--- src/rtl/bin2bcd_seq.sv ---
// bin2bcd_seq: iterative double-dabble binary-to-BCD converter, one input bit
// per clock. Produces packed BCD digits plus a leading-zero blank mask for the
// seven-segment scan driver. Values above the largest displayable number are
// saturated to all nines and flagged with overflow.
//
// Handshake: start is only looked at while idle (busy = 0). The edge that sees
// start = 1 in IDLE accepts it and captures bin_in; starts seen while busy are
// dropped. done is a one-cycle pulse in the first idle cycle after a
// conversion, and start may be asserted in that same cycle to run
// back-to-back conversions.
module bin2bcd_seq #(
  parameter int BIN_W  = 27,
  parameter int DIGITS = 8
) (
  input  logic                  clk,
  input  logic                  rst_n,
  input  logic                  start,
  input  logic [BIN_W-1:0]      bin_in,
  output logic                  busy,
  output logic                  done,
  output logic [4*DIGITS-1:0]   bcd_out,
  output logic [DIGITS-1:0]     blank_mask,
  output logic                  overflow
);

  localparam int BCD_W = 4 * DIGITS;
  localparam int CNT_W = $clog2(BIN_W + 1);

  function automatic longint unsigned pow10(input int n);
    longint unsigned r;
    r = 1;
    for (int k = 0; k < n; k++) r = r * 10;
    return r;
  endfunction

  localparam logic [BIN_W-1:0] MAX_VAL = BIN_W'(pow10(DIGITS) - 1);

  typedef enum logic [1:0] {
    IDLE  = 2'd0,
    SHIFT = 2'd1,
    LATCH = 2'd2
  } state_t;

  state_t                   state;
  logic [BCD_W+BIN_W-1:0]   sreg;      // {bcd digits, remaining binary bits}
  logic [CNT_W-1:0]         cnt;
  logic                     ovf_pend;

  logic [BCD_W-1:0]         bcd_cur;
  logic [BCD_W-1:0]         bcd_adj;
  logic [DIGITS-1:0]        mask_next;
  logic                     all_zero;

  assign bcd_cur = sreg[BCD_W+BIN_W-1 -: BCD_W];

  // Add 3 to every digit >= 5 ahead of the shift; digits never exceed 9, so
  // the 4-bit add cannot carry into the next digit.
  always_comb begin
    bcd_adj = bcd_cur;
    for (int i = 0; i < DIGITS; i++) begin
      if (bcd_cur[4*i +: 4] >= 4'd5)
        bcd_adj[4*i +: 4] = bcd_cur[4*i +: 4] + 4'd3;
    end
  end

  // Blank digit i when it and every more significant digit are zero; digit 0
  // is never blanked so a zero value still shows "0".
  always_comb begin
    mask_next = '0;
    all_zero  = 1'b1;
    for (int i = DIGITS - 1; i >= 1; i--) begin
      all_zero     = all_zero & (bcd_cur[4*i +: 4] == 4'd0);
      mask_next[i] = all_zero;
    end
  end

  // Control FSM with registered outputs, shift register and bit counter.
  always_ff @(posedge clk) begin
    if (!rst_n) begin
      state      <= IDLE;
      sreg       <= '0;
      cnt        <= '0;
      ovf_pend   <= 1'b0;
      busy       <= 1'b0;
      done       <= 1'b0;
      overflow   <= 1'b0;
      bcd_out    <= '0;
      blank_mask <= {{(DIGITS-1){1'b1}}, 1'b0};
    end else begin
      done <= 1'b0;
      case (state)
        IDLE: begin
          if (start) begin
            sreg     <= {{BCD_W{1'b0}}, (bin_in > MAX_VAL) ? MAX_VAL : bin_in};
            cnt      <= '0;
            ovf_pend <= (bin_in > MAX_VAL);
            busy     <= 1'b1;
            state    <= SHIFT;
          end
        end
        SHIFT: begin
          sreg <= {bcd_adj, sreg[BIN_W-1:0]} << 1;
          cnt  <= cnt + 1'b1;
          if (cnt == CNT_W'(BIN_W - 1))
            state <= LATCH;
        end
        LATCH: begin
          bcd_out    <= bcd_cur;
          blank_mask <= mask_next;
          overflow   <= ovf_pend;
          busy       <= 1'b0;
          done       <= 1'b1;
          state      <= IDLE;
        end
        default: begin
          busy  <= 1'b0;
          state <= IDLE;
        end
      endcase
    end
  end

endmodule

--- config.mk ---
export PLATFORM = sky130hd
export DESIGN_NAME = bin2bcd_seq
export DESIGN_NICKNAME = d
export VERILOG_FILES = /design/src/rtl/bin2bcd_seq.sv
export SDC_FILE = /design/constraint.sdc
export NUM_CORES = 1
export LEC_CHECK = 0
export ABC_AREA = 1
export CORE_MARGIN = 5
export CORE_UTILIZATION = 40
export CTS_BUF_LIST = sky130_fd_sc_hd__clkbuf_4 sky130_fd_sc_hd__clkbuf_8
export CTS_CLUSTER_DIAMETER = 120
export DETAILED_ROUTE_END_ITERATION = 8
export PLACE_DENSITY = 0.61
export SYNTH_ARGS = -nofsm -noshare
export SYNTH_HDL_FRONTEND = slang
export SYNTH_SLANG_ARGS = --single-unit
--- constraint.sdc ---
create_clock -name clk -period 2.2 [get_ports clk]
set_input_delay 0.55 -clock clk [delete_from_list [all_inputs] [get_ports clk]]
set_output_delay 0.55 -clock clk [all_outputs]
set_load 0.01 [all_outputs]
# == After elaboration in Yosys (flattened, before gate mapping) ==
# Cells that the tools add are included.
# word_totals
regBits,109
elab_cells,71
# op_classes
n_addsub,9
n_lt_le_gt_ge,9
eq_ne,5
mux,19
bitwise,7
reduce_logical,13
# ops
operator,n
59-bit one-hot mux with 2 select lines,1
59-bit 2-to-1 mux,1
"4-bit by 3-bit >= comparator with 1-bit output, second input constant",8
"4-bit by 2-bit adder with 4-bit output, second input constant",7
4-bit zero test,7
4-bit 2-to-1 mux,7
"27-bit > comparator, second input constant",1
27-bit 2-to-1 mux,1
5-bit one-hot mux with 2 select lines,1
2-bit AND reduction,4
1-bit AND,6
"5-bit by 1-bit adder with 5-bit output, second input constant",1
"5-bit == test, second input constant",1
5-bit 2-to-1 mux,1
2-bit 2-to-1 mux,2
"2-bit inequality test, second input constant",2
2-bit one-hot mux with 2 select lines,1
"3-bit by 2-bit adder with 3-bit output, second input constant",1
3-bit 2-to-1 mux,1
"2-bit by 1-bit == test with 1-bit output, second input constant",1
"2-bit == test, second input constant",1
2-bit zero test,1
1-bit 2-to-1 mux,2
1-bit one-hot mux with 2 select lines,1
2 further kinds,2

# == Depth between registers and ports, before layout ==
# Gate-level depths: netlist of run 1.
# logic_depth
ltp_word,7
mapped_depth,10
mapped_depth_nobuf,9

# == Worst setup path before layout of run 1 ==
# OpenSTA, ideal clock, no wires.
# synth_path
path_kind,input port to flip-flop
start,in bin_in[11]
end,reg sreg[15]
t_arrival_ps,1324
t_required_ps,2087
slack_ps,763
cell_stages,9
n_path_buf,1
path_cell_list,nor2_1 nor2_1 nand2_1 nand2_1 nand2_1 nand3_4 buf_6 o21ai_1 inv_1
# synth_via
elab_chain_len,4
# synth_lines
item,line,text
from (decl),18,"input logic [BIN_W-1:0] bin_in,"
27-bit > comparator,94,"sreg <= {{BCD_W{1'b0}}, (bin_in > MAX_VAL) ? MAX_VAL : bin_in};"
27-bit 2-to-1 mux,94,
59-bit 2-to-1 mux,93,if (start) begin
59-bit one-hot mux with 2 select lines,91,case (state)
to (signal assigned),94,
to (signal assigned),102,"sreg <= {bcd_adj, sreg[BIN_W-1:0]} << 1;"
to (decl),45,logic [BCD_W+BIN_W-1:0] sreg;
# No other way between the ends. The select of a mux whose other input is x is not followed.
# A chain may end at the register's enable or synchronous reset.

# == Worst setup path after layout of run 1 ==
# layout_path
start,reg bcd_out[30]
end,out bcd_out[30]
# layout_rtl
item,line,text
from (decl),21,"output logic [4*DIGITS-1:0] bcd_out,"
from (signal assigned),108,bcd_out <= bcd_cur;
# No word-level cell between the ends.

==> results of run 1 <==
[per-layer routing]
layer  track usage, %  vias to the layer above  wire length [um]
li1                 -                     2349                 -
met1            22.14                     2102              6081
met2            27.86                       80              5526
met3            2.949                       11               487
met4            6.018                        0               155
met5                0                        -                 0
[registers in the layout (all words and copies together), names as in the netlist]
register,count
state,2
ovf_pend,1
busy,1
bcd_out,32
sreg,59
blank_mask,7
overflow,1
done,1
cnt,5
[layout make-up]
class                   count  area (sq um)  share of cell area [%]
repair buffers             86         848.3                   13.78
inverters                  92         345.3                   5.611
multi-input cells         428          2357                   38.30
clock inverters             2         13.76                  0.2236
flip-flops and latches    109          2182                   35.45
clock buffers              14         192.7                   3.131
well taps                 172         215.2                   3.497
[cells in the final DEF, fill, tap and decap left out, types with 3 or more instances in the layout]
master / n
nand3_1: 26
a211oi_1: 9
o22ai_1: 5
o32ai_1: 5
nand4_1: 5
a22oi_1: 8
a21oi_1: 73
o211ai_1: 9
inv_1: 85
nor2_1: 57
clkdlybuf4s50_1: 71
xor2_1: 3
dfxtp_1: 109
nand2_1: 68
ha_1: 24
inv_2: 6
o21ai_1: 19
buf_4: 13
clkbuf_8: 14
o21ai_0: 95
[metrics by stage]
step / setup WS, ps / util, %
floorplan: 763.0 / -
global placement: 134.6 / 47.52
detailed placement: 92.06 / 47.52
CTS: 305.5 / 49.17
global route: 231.7 / 49.17
finish: 316.3 / 49.17
[power breakdown]
group | leakage [nW] | total, W | switching [W] | internal, W
registers | 0.885 | 0.00205 | 0.0000257 | 0.00202
clock network | 0.109 | 0.00122 | 0.000656 | 0.000568
logic | 1.51 | 0.000328 | 0.000189 | 0.000139
[worst paths after layout]
path | start | endpoint | depth (start not counted)
min | busy$_SDFFE_PN0P_ | busy$_SDFFE_PN0P_ | 2
max reg2reg | state[0]$_SDFFE_PN0P_ | sreg[42]$_SDFFE_PN0P_ | 6
min reg2reg | busy$_SDFFE_PN0P_ | busy$_SDFFE_PN0P_ | 2
max | bcd_out[30]$_SDFFE_PN0P_ | bcd_out[30] | 1
[cells by family (layout without fill, tap and decap cells)]
family	Yosys count	count (layout)	synth area share, %
compound gates	231	231	25.36
other cells	1	1	0.07415
simple gates	169	169	14.62
flops	109	109	43.15
fa+ha+maj	24	24	5.938
buf+inv	124	194	10.34
xor+xnor	3	3	0.5196
==> impl_results.md, run 1 <==
* Post-CTS Setup Repair Bufs at 0
* Routability Congestion at about 0.85
* Worst Hold Class: flop to flop
* Lkg Pwr at around 2.5 nW
* Register-to-register setup slack at roughly 440 ps
* Critical Path RT at ~1700 ps
* Post-Syn Nets at approximately 720
* Row cnt at just over 40
* Hold Buf Count CTS at 0
* Placed Cells at 887
* #FFs+latches synth at 109
* CTS tree: done
* Slew Limit Fails at 0
* Detailed Route Iter0 Violations at slightly below 300
* Clock transition at path regs at 100 ps
* WP buf/inv at 1
* Via Count at between 4000 and 5000
* Post-synth EDFFs at 0
* Grt total ovfl at 0
* First-pass GRT wire length at 20.68 mm
* Top cells by area, synth: dfxtp_1 (43%), o21ai_0 (9.4%), a21oi_1 (7.2%), inv_1 (6.3%), ha_1 (5.9%)
* Detail Route Antenna Nets at 0
* Cell area after placement at between 0.005 and 0.006 sq mm
* Die Ht at 122.4 um
* Post-DP HPWL at approximately 8.8 mm
* CP endpoint kind: primary output
* WS Path Type: flop to primary output
* Max clock buf depth at 2
* Number of global-route vias before repair at 4447
* Final hold slack at between 400 and 500 ps
* Root buf cell: clkbuf_8
* DRT Wirelength at 12.25 mm
* Clock tree sinks at approximately 110
* Post-detailed-route wirelength per cell at 13.57 um
* Mapped Area at around 0.0051 sq mm
* Synth warn at 0
* Post-route minimum period at 1884 ps
* Pwr Total at about 0.0036 W
* Cells after synthesis at 661
* Total of max-cap violations at 0
* Total GRT Usage at between 15 and 20%
* CP max stage delay at 570 ps
* Fillcell total at approximately 1300
* Final hold violation count at 0
* First drt pass iteration count at 5
* ANT cells at 0
* Starting density of the core at just over 40%
* Fmax at 0.5309 GHz
* Post-route cell area at about 0.0062 sq mm
* Synthesis-to-finish area growth at 21.70%
* Io pins at 73
* Status: completed
* CP max stage cell: clkdlybuf4s50_1
* RSZ-0062 raised after global routing: false
* Synth top area share at between 40% and 50%
* CP cell instances: clkdlybuf4s50_1
* Largest net degree at the start of global routing at 30
* Most instantiated cells after synthesis: dfxtp_1 (109), o21ai_0 (95), inv_1 (85), a21oi_1 (73), nand2_1 (68)
* DIE AREA at 0.01499 sq mm
* Post-synthesis cell type count at 37
* Count leader, synth: dfxtp_1
* Maximum net fanout on the critical path at 2
* Die width at 122.4 um
* Worst setup SP type: flop
* Synth Area per Inst at 7.651 sq um
* Ratio of cells with drive above 1 in the final layout at just under 7%
* Sequential area share after synthesis at 43.15%
* Initial antenna violation count at 0
* Cts bufs inserted at 9
* FFs w/ async S/R, synth at 0%
* Max VDD drop at a little under 0.3 mV
* Post-route DRC at 0
* Final #Nets at around 800
* Post-cts resize count at 0
* Htree depth at 3
* Core Area at approximately 0.013 sq mm
* Critical Path AT at around 1300 ps
* Cell taking the most area after synthesis: dfxtp_1
* Layout Skew at ~11 ps
* Final setup TNS at 0 ps
* Final setup vio count at 0
* Tcrit/Tclk final at 85.62%
* Port Buffers at 71
* Vias per cell at 5.030
* Final cell count without fillers at 903
* Post-synth top flop: dfxtp_1
* Power per cell area at just under 600 mW/mm^2
* Worst skew pair latency at around 370 ps
* Delay-heaviest family, CP: buffers and inverters
No activity file was read; power rests on OpenSTA's default activity.
==> run 2, diff against run 1 <==
Settings changed: CORE_UTILIZATION 40 to 55, PLACE_DENSITY 0.61 to 0.8.
Clock period 2.2 ns to 2.3 ns, I/O delays scaled along.
==> run 2 against run 1 <==
Compared with the run above: clock power fell by 11%; largest cell class unchanged; via count increased by 0.86%; highest routed layer unchanged; non-clock buffer count down 5; routed wire length fell by 3.6%; die area is 25% lower; largest power group unchanged; final cell count fell by 7.4%; cell area shrank 2.1%; critical path type is now flop to flop; setup slack better by 85 ps.
==> impl_results.md, run 2 (same netlist as run 1, synthesis figures left out) <==
* Post-DP HPWL at 8.282 mm (-5.7%)
* Detail Route Antenna Nets at 0 (unchanged)
* Total of max-cap violations at 0 (unchanged)
* CP max stage delay at 440 ps (-130 ps)
* Sw Share at 26.38% (+2.2 points)
* RSZ-0062 raised after global routing: false
* Die Ht at 105.9 um (-14%)
* Fmax at between 0.5 and 0.6 GHz
* Max VDD drop at 0.3201 mV (+9.5%)
* Grt total ovfl at 0 (unchanged)
* Most common cell after layout, fill and taps aside: dfxtp_1
* Lkg Pwr at 2.468 nW (-1.5%)
* Final setup vio count at 0 (unchanged)
* Most frequent CP cell: inv_2
* First drt pass iteration count at 5 (unchanged)
* Clock power share at 32.4% (-1.6 points)
* Clock transition at path regs at 100 ps (about the same)
* DRT Wirelength at 11.81 mm (-3.6%)
* Starting density of the core at 55.52% (+15 points)
* Power per cell area at 557.6 mW/mm^2 (-4.6%)
* Io pins at 73 (unchanged)
* Final hold violation count at 0 (unchanged)
* Ratio of cells with drive above 1 in the final layout at 6.069% (-0.77 points)
* Layout Skew at 18.60 ps (+7.507 ps)
* Post-cts resize count at 0 (unchanged)
* CTS tree: done
* CP endpoint kind: flop
* WS Path Type: flop to flop
* Max reg flops at 59 (unchanged)
* Top Registers: sreg: 59 flops, bcd_out: 32 flops, blank_mask: 7 flops
* Final hold slack at 485.7 ps (+0.8240 ps)
* Sequential power share at 58.3% (+1.5 points)
* Total GRT Usage at 20.85% (+4.0 points)
* Footprint of the multi-input gates at 0.002357 sq mm (unchanged)
* Delay-heaviest family, CP: buffers and inverters
* Critical Path RT at 2590 ps (+940 ps)
* Final worst slack at 401.5 ps (+85.23 ps)
* Post-route DRC at 0 (unchanged)
* Final setup TNS at 0 ps (unchanged)
* Post-route minimum period at 1898 ps
* Critical Path AT at 2190 ps (+860 ps)
* Maximum net fanout on the critical path at 21 (+19)
* Cts bufs inserted at 9 (unchanged)
* Register area at 0.002182 sq mm (unchanged)
* Final cell count without fillers at 836 (-7.4%)
* Number of global-route vias before repair at 4293 (-3.5%)
* Slew Limit Fails at 0 (unchanged)
* First-pass GRT wire length at 19.67 mm (-4.9%)
* Die width at 105.9 um (-14%)
* Dpl ws at 164.8 ps (+72.73 ps)
* CP max stage cell: dfxtp_1
* Commonest non-fill, non-tap cells in the layout: dfxtp_1 (109), o21ai_0 (95), inv_1 (85)
* NetSw at 0.0008862 W (+1.7%)
* Clock tree sinks at 109 (unchanged)
* Routability Congestion at 0.8660 (+2.2%)
* Post-CTS Setup Repair Bufs at 0 (unchanged)
* Initial antenna violation count at 0 (unchanged)
* Port Buffers at 71 (unchanged)
* ANT cells at 0 (unchanged)
* Status: completed
* Row cnt at 35 (-15%)
* DIE AREA at 0.01121 sq mm (-25%)
* Final #Nets at 775 (-0.64%)
* Worst setup SP type: flop
* Biggest register: sreg
* Vias per cell at 5.480 (+8.9%)
* Worst Hold Class: flop to flop
* Comb pwr share at 9.3% (+0.2 points)
* Post-detailed-route wirelength per cell at 14.13 um (+4.1%)
* Tcrit/Tclk final at between 80 and 90%
* Placed Cells at 821 (-7.4%)
* Max clock buf depth at 2 (unchanged)
* Fillcell total at 763 (-40%)
* WP buf/inv at 2 (+1)
* Root buf cell: clkbuf_8
* Synthesis-to-finish area growth at 19.12%
* Detailed Route Iter0 Violations at 277 (-5.8%)
* Internal at 0.002473 W (-9.3%)
* Worst skew pair latency at 370 ps (about the same)
* Largest net degree at the start of global routing at 48 (+60%)
* Hold Buf Count CTS at 0 (unchanged)
* Via Count at 4581 (+0.86%)
* CP cell instances: nand2_2, inv_2, nand2_4, inv_2, o21ai_0, o22ai_1
* Htree depth at 3 (unchanged)
* Core Area at 0.009109 sq mm (-27%)
==> run 2: worst register-to-register path, delay by kind of cell (launching register included) <==
| kind | cells | cell delay [ps] |
|---|---|---|
| flops | 1 | 440 |
| simple gates | 2 | 430 |
| compound gates | 2 | 290 |
| buf+inv | 2 | 680 |
==> run 2: cell type report <==
type                       instances  share of cell area [%]
tap                              111                   2.305
sequential                       109                   36.22
clock inverter                     6                  0.8930
clock buffer                       9                   2.056
inverter                          92                   5.732
timing repair buffer              81                   13.67
multi-input combinational        428                   39.13
==> run 2: final timing paths <==
kind	start	to	slack [ps]	depth (start not counted)
worst min-delay path	ovf_pend$_SDFFE_PN0P_	ovf_pend$_SDFFE_PN0P_	490	2
worst min register to register	ovf_pend$_SDFFE_PN0P_	ovf_pend$_SDFFE_PN0P_	490	2
worst max-delay path	state[0]$_SDFFE_PN0P_	sreg[42]$_SDFFE_PN0P_	400	6
worst max register to register	state[0]$_SDFFE_PN0P_	sreg[42]$_SDFFE_PN0P_	400	6
==> run 2: through the flow <==
step	area [sq um]	power [W]	utilization, %
floorplan	5057	0.002194	-
global placement	5847	0.002301	64.19
detailed placement	5847	0.002309	64.19
CTS	6025	0.003376	66.14
global route	6025	0.003489	66.14
finish	6025	0.003360	66.14
==> run 2: power groups by stage <==
stage / logic [W] / clock network, W / registers [W]
2_1_floorplan: 0.000202 / 0 / 0.00199
3_3_place_gp: 0.000302 / 0 / 0.00200
3_5_place_dp: 0.000310 / 0 / 0.00200
4_1_cts: 0.000313 / 0.00111 / 0.00196
5_1_grt: 0.000350 / 0.00118 / 0.00196
6_report: 0.000313 / 0.00109 / 0.00196
==> run 2: per-layer routing <==
metal  part of all wire, %  global-route usage, %
met5                     0                      0
met2                    47                  35.70
met4                  0.95                  5.180
met1                    47                  26.81
met3                   5.1                  4.554
==> run 3, diff against run 2 <==
Settings changed: CORE_UTILIZATION 55 to 51, PLACE_DENSITY 0.8 to 0.78.
Clock period 2.3 ns to 1.67 ns, I/O delays scaled along.
==> run 3 against run 2 <==
Compared with the run above: final cell count up 7.3%; global-route usage up 0.60 points; sequential power up 38%; cell area up 5.1%; combinational power up 61%; die area up 7.1%; sequential share of layout area down 1.8 points; sequential cell count unchanged; setup slack worse by 300 ps; non-clock buffer count up 38; clock skew down 8.6 ps; critical path type is now input pin to flop; largest power group unchanged.
==> impl_results.md, run 3 (same netlist as run 1, synthesis figures left out) <==
* Status: completed
* Total of max-cap violations at 0 (unchanged)
* Final hold slack at 487.1 ps (+1.402 ps)
* Final hold violation count at 0 (unchanged)
* Commonest non-fill, non-tap cells in the layout: dfxtp_1 (109), o21ai_0 (91), inv_1 (84)
* Starting density of the core at 51.98% (-3.5 points)
* Sw Share at 27.39% (+1.0 points)
* Die Ht at 109.6 um (+3.5%)
* Final #Nets at 813 (+4.9%)
* Vias per cell at 5.233 (-4.5%)
* Max clock buf depth at 2 (unchanged)
* Io pins at 73 (unchanged)
* FF-to-FF End: blank_mask[1]$_SDFFE_PN1P_
* ANT cells at 0 (unchanged)
* Post-route cell area at 0.006334 sq mm (+5.1%)
* Slew Limit Fails at 0 (unchanged)
* Sequential power share at 55.8% (-2.5 points)
* Port Buffers at 71 (unchanged)
* Detailed Route Iter0 Violations at 255 (-7.9%)
* WP buf/inv at 3 (+1)
* Post-DP HPWL at 9.130 mm (+10%)
* R2R cell count at 7 (+1)
* Internal at 0.003510 W (+42%)
* Clock tree sinks at 109 (unchanged)
* RSZ-0062 raised after global routing: false
* Post-detailed-route wirelength per cell at 13.92 um (-1.5%)
* Layout Skew at 10.04 ps (-8.565 ps)
* CP cell instances: clkdlybuf4s50_1, nor2_1, nor2_1, nand2_1, nand2_1, nand2_1, nand3_4, buf_4, o21ai_1, inv_1
* DIE AREA at 0.01201 sq mm (+7.1%)
* Critical R2R Launch: sreg[47]$_SDFFE_PN0P_
* Hold Buf Count CTS at 0 (unchanged)
* Tcrit/Tclk final at 94.12%
* Instance count on the critical path at 10 (+4)
* Routability Congestion at 0.8756 (+1.1%)
* Clock power share at 33.8% (+1.4 points)
* Delay-heaviest family, CP: buffers and inverters
* Register-to-register setup slack at 120 ps (-280 ps)
* Worst Hold Class: flop to flop
* CP max stage cell: clkdlybuf4s50_1
* Max VDD drop at 0.4900 mV (+53%)
* Total GRT Usage at 21.45% (+0.60 points)
* First drt pass iteration count at 5 (unchanged)
* Top Registers: sreg: 59 flops, bcd_out: 32 flops, blank_mask: 7 flops
* Maximum net fanout on the critical path at 13 (-38%)
* Cts bufs inserted at 9 (unchanged)
* Detail Route Antenna Nets at 0 (unchanged)
* Cell area after placement at 0.006142 sq mm (+5.1%)
* First-pass GRT wire length at 20.95 mm (+6.5%)
* Final worst slack at 98.19 ps (-303.3 ps)
* Row cnt at 36 (+2.9%)
* Ratio of cells with drive above 1 in the final layout at 11.13% (+5.1 points)
* Max reg flops at 59 (unchanged)
* Dpl ws at -294.4 ps (-459.2 ps)
* Post-route DRC at 0 (unchanged)
* Htree depth at 3 (unchanged)
* Final setup TNS at 0 ps (unchanged)
* Number of global-route vias before repair at 4623 (+7.7%)
* Clock transition at path regs at 100 ps (about the same)
* CTS tree: done
* Worst skew pair latency at 380 ps (about the same)
* Synthesis-to-finish area growth at 25.23%
* Grt total ovfl at 0 (unchanged)
* Critical Path Source: bin_in[11]
* Most frequent CP cell: nand2_1
* Initial antenna violation count at 0 (unchanged)
* Lkg Pwr at 2.824 nW (+14%)
* CP Capture Point: sreg[3]$_SDFFE_PN0P_
* Post-layout util at 65.10% (-1.0 points)
* NetSw at 0.001324 W (+49%)
* Worst setup SP type: input pin
* Biggest register: sreg
* Power per cell area at 763.3 mW/mm^2 (+37%)
* Root buf cell: clkbuf_8
* Via Count at 4694 (+2.5%)
* Final setup vio count at 0 (unchanged)
* CP endpoint kind: flop
* DRT Wirelength at 12.49 mm (+5.7%)
* Critical Path AT at 1850 ps (-340 ps)
* Die width at 109.6 um (+3.5%)
* Post-route minimum period at 1572 ps
* Largest net degree at the start of global routing at 37 (-23%)
* Comb pwr share at 10.4% (+1.1 points)
* Fmax at roughly 0.64 GHz
* Critical Path RT at 1950 ps (-640 ps)
* CP max stage delay at 420 ps (-20 ps)
* WS Path Type: input pin to flop
* Most common cell after layout, fill and taps aside: dfxtp_1
* Core Area at 0.009729 sq mm (+6.8%)
[run 3: changes by cell type in the layout (fill, tap and decap cells not counted), sizes merged]
| cell | before | now |
|---|---|---|
| buf | 10 | 48 |
| clkdlybuf4s50 | 71 | 29 |
| clkinvlp | 1 | 0 |
| dlygate4sd2 | 0 | 42 |
| clkinv | 2 | 4 |
[run 3: worst min path at each step]
stage | from | end | cells past startpoint
after floorplan | sreg[26]$_SDFFE_PN0P_ | sreg[27]$_SDFFE_PN0P_ | 2
after global placement | ovf_pend$_SDFFE_PN0P_ | ovf_pend$_SDFFE_PN0P_ | 2
after detailed placement | blank_mask[2]$_SDFFE_PN1P_ | blank_mask[2]$_SDFFE_PN1P_ | 2
after CTS | blank_mask[2]$_SDFFE_PN1P_ | blank_mask[2]$_SDFFE_PN1P_ | 2
after global routing | blank_mask[2]$_SDFFE_PN1P_ | blank_mask[2]$_SDFFE_PN1P_ | 2
final | ovf_pend$_SDFFE_PN0P_ | ovf_pend$_SDFFE_PN0P_ | 2
[run 3: metrics by stage]
stage / std cells / total power [W]
3_3_place_gp: 877 / 0.003231
5_1_grt: 897 / 0.005069
6_report: 897 / 0.004834
2_1_floorplan: 661 / 0.003022
3_5_place_dp: 877 / 0.003247
4_1_cts: 893 / 0.004886
[run 3: cell type report]
cell class	count	area [sq um]
clock buffer	9	123.9
timing repair buffer	119	1069
sequential	109	2182
multi-input combinational	428	2362
tap	133	166.4
clock inverter	7	85.08
inverter	92	345.3
fill	867	3396
[run 3: power by group through the flow]
stage / logic (W) / registers, W / clock network (W)
finish: 0.000503 / 0.00270 / 0.00163
global route: 0.000561 / 0.00270 / 0.00180
CTS: 0.000494 / 0.00270 / 0.00169
detailed placement: 0.000492 / 0.00276 / 0
global placement: 0.000478 / 0.00275 / 0
floorplan: 0.000278 / 0.00274 / 0
[run 3: repair_timing]
| item | 4_1_cts | 5_1_grt |
|---|---|---|
| pin swaps | 0 | 1 |
| setup endpoints to repair | 42 | 9 |
| gates resized for setup | 42 | 6 |
| buffers inserted | 0 | 4 |
[run 3: per-layer routing]
metal | vias to the layer above | track usage (%) | part of all wire (%)
li1 | 2409 | - | -
met1 | 2159 | 26.96 | 44
met2 | 110 | 36.66 | 49
met3 | 16 | 5.578 | 5.3
met4 | 0 | 5.343 | 1.3
met5 | - | 0 | 0
[run 3: worst register-to-register path, cell delays in order (launching register included)]
cell	delay, ps
dfxtp_1	370
inv_1	90
ha_1	150
nor3b_2	220
nand3_1	110
nor3_1	240
nand3_1	140
o21ai_0	160
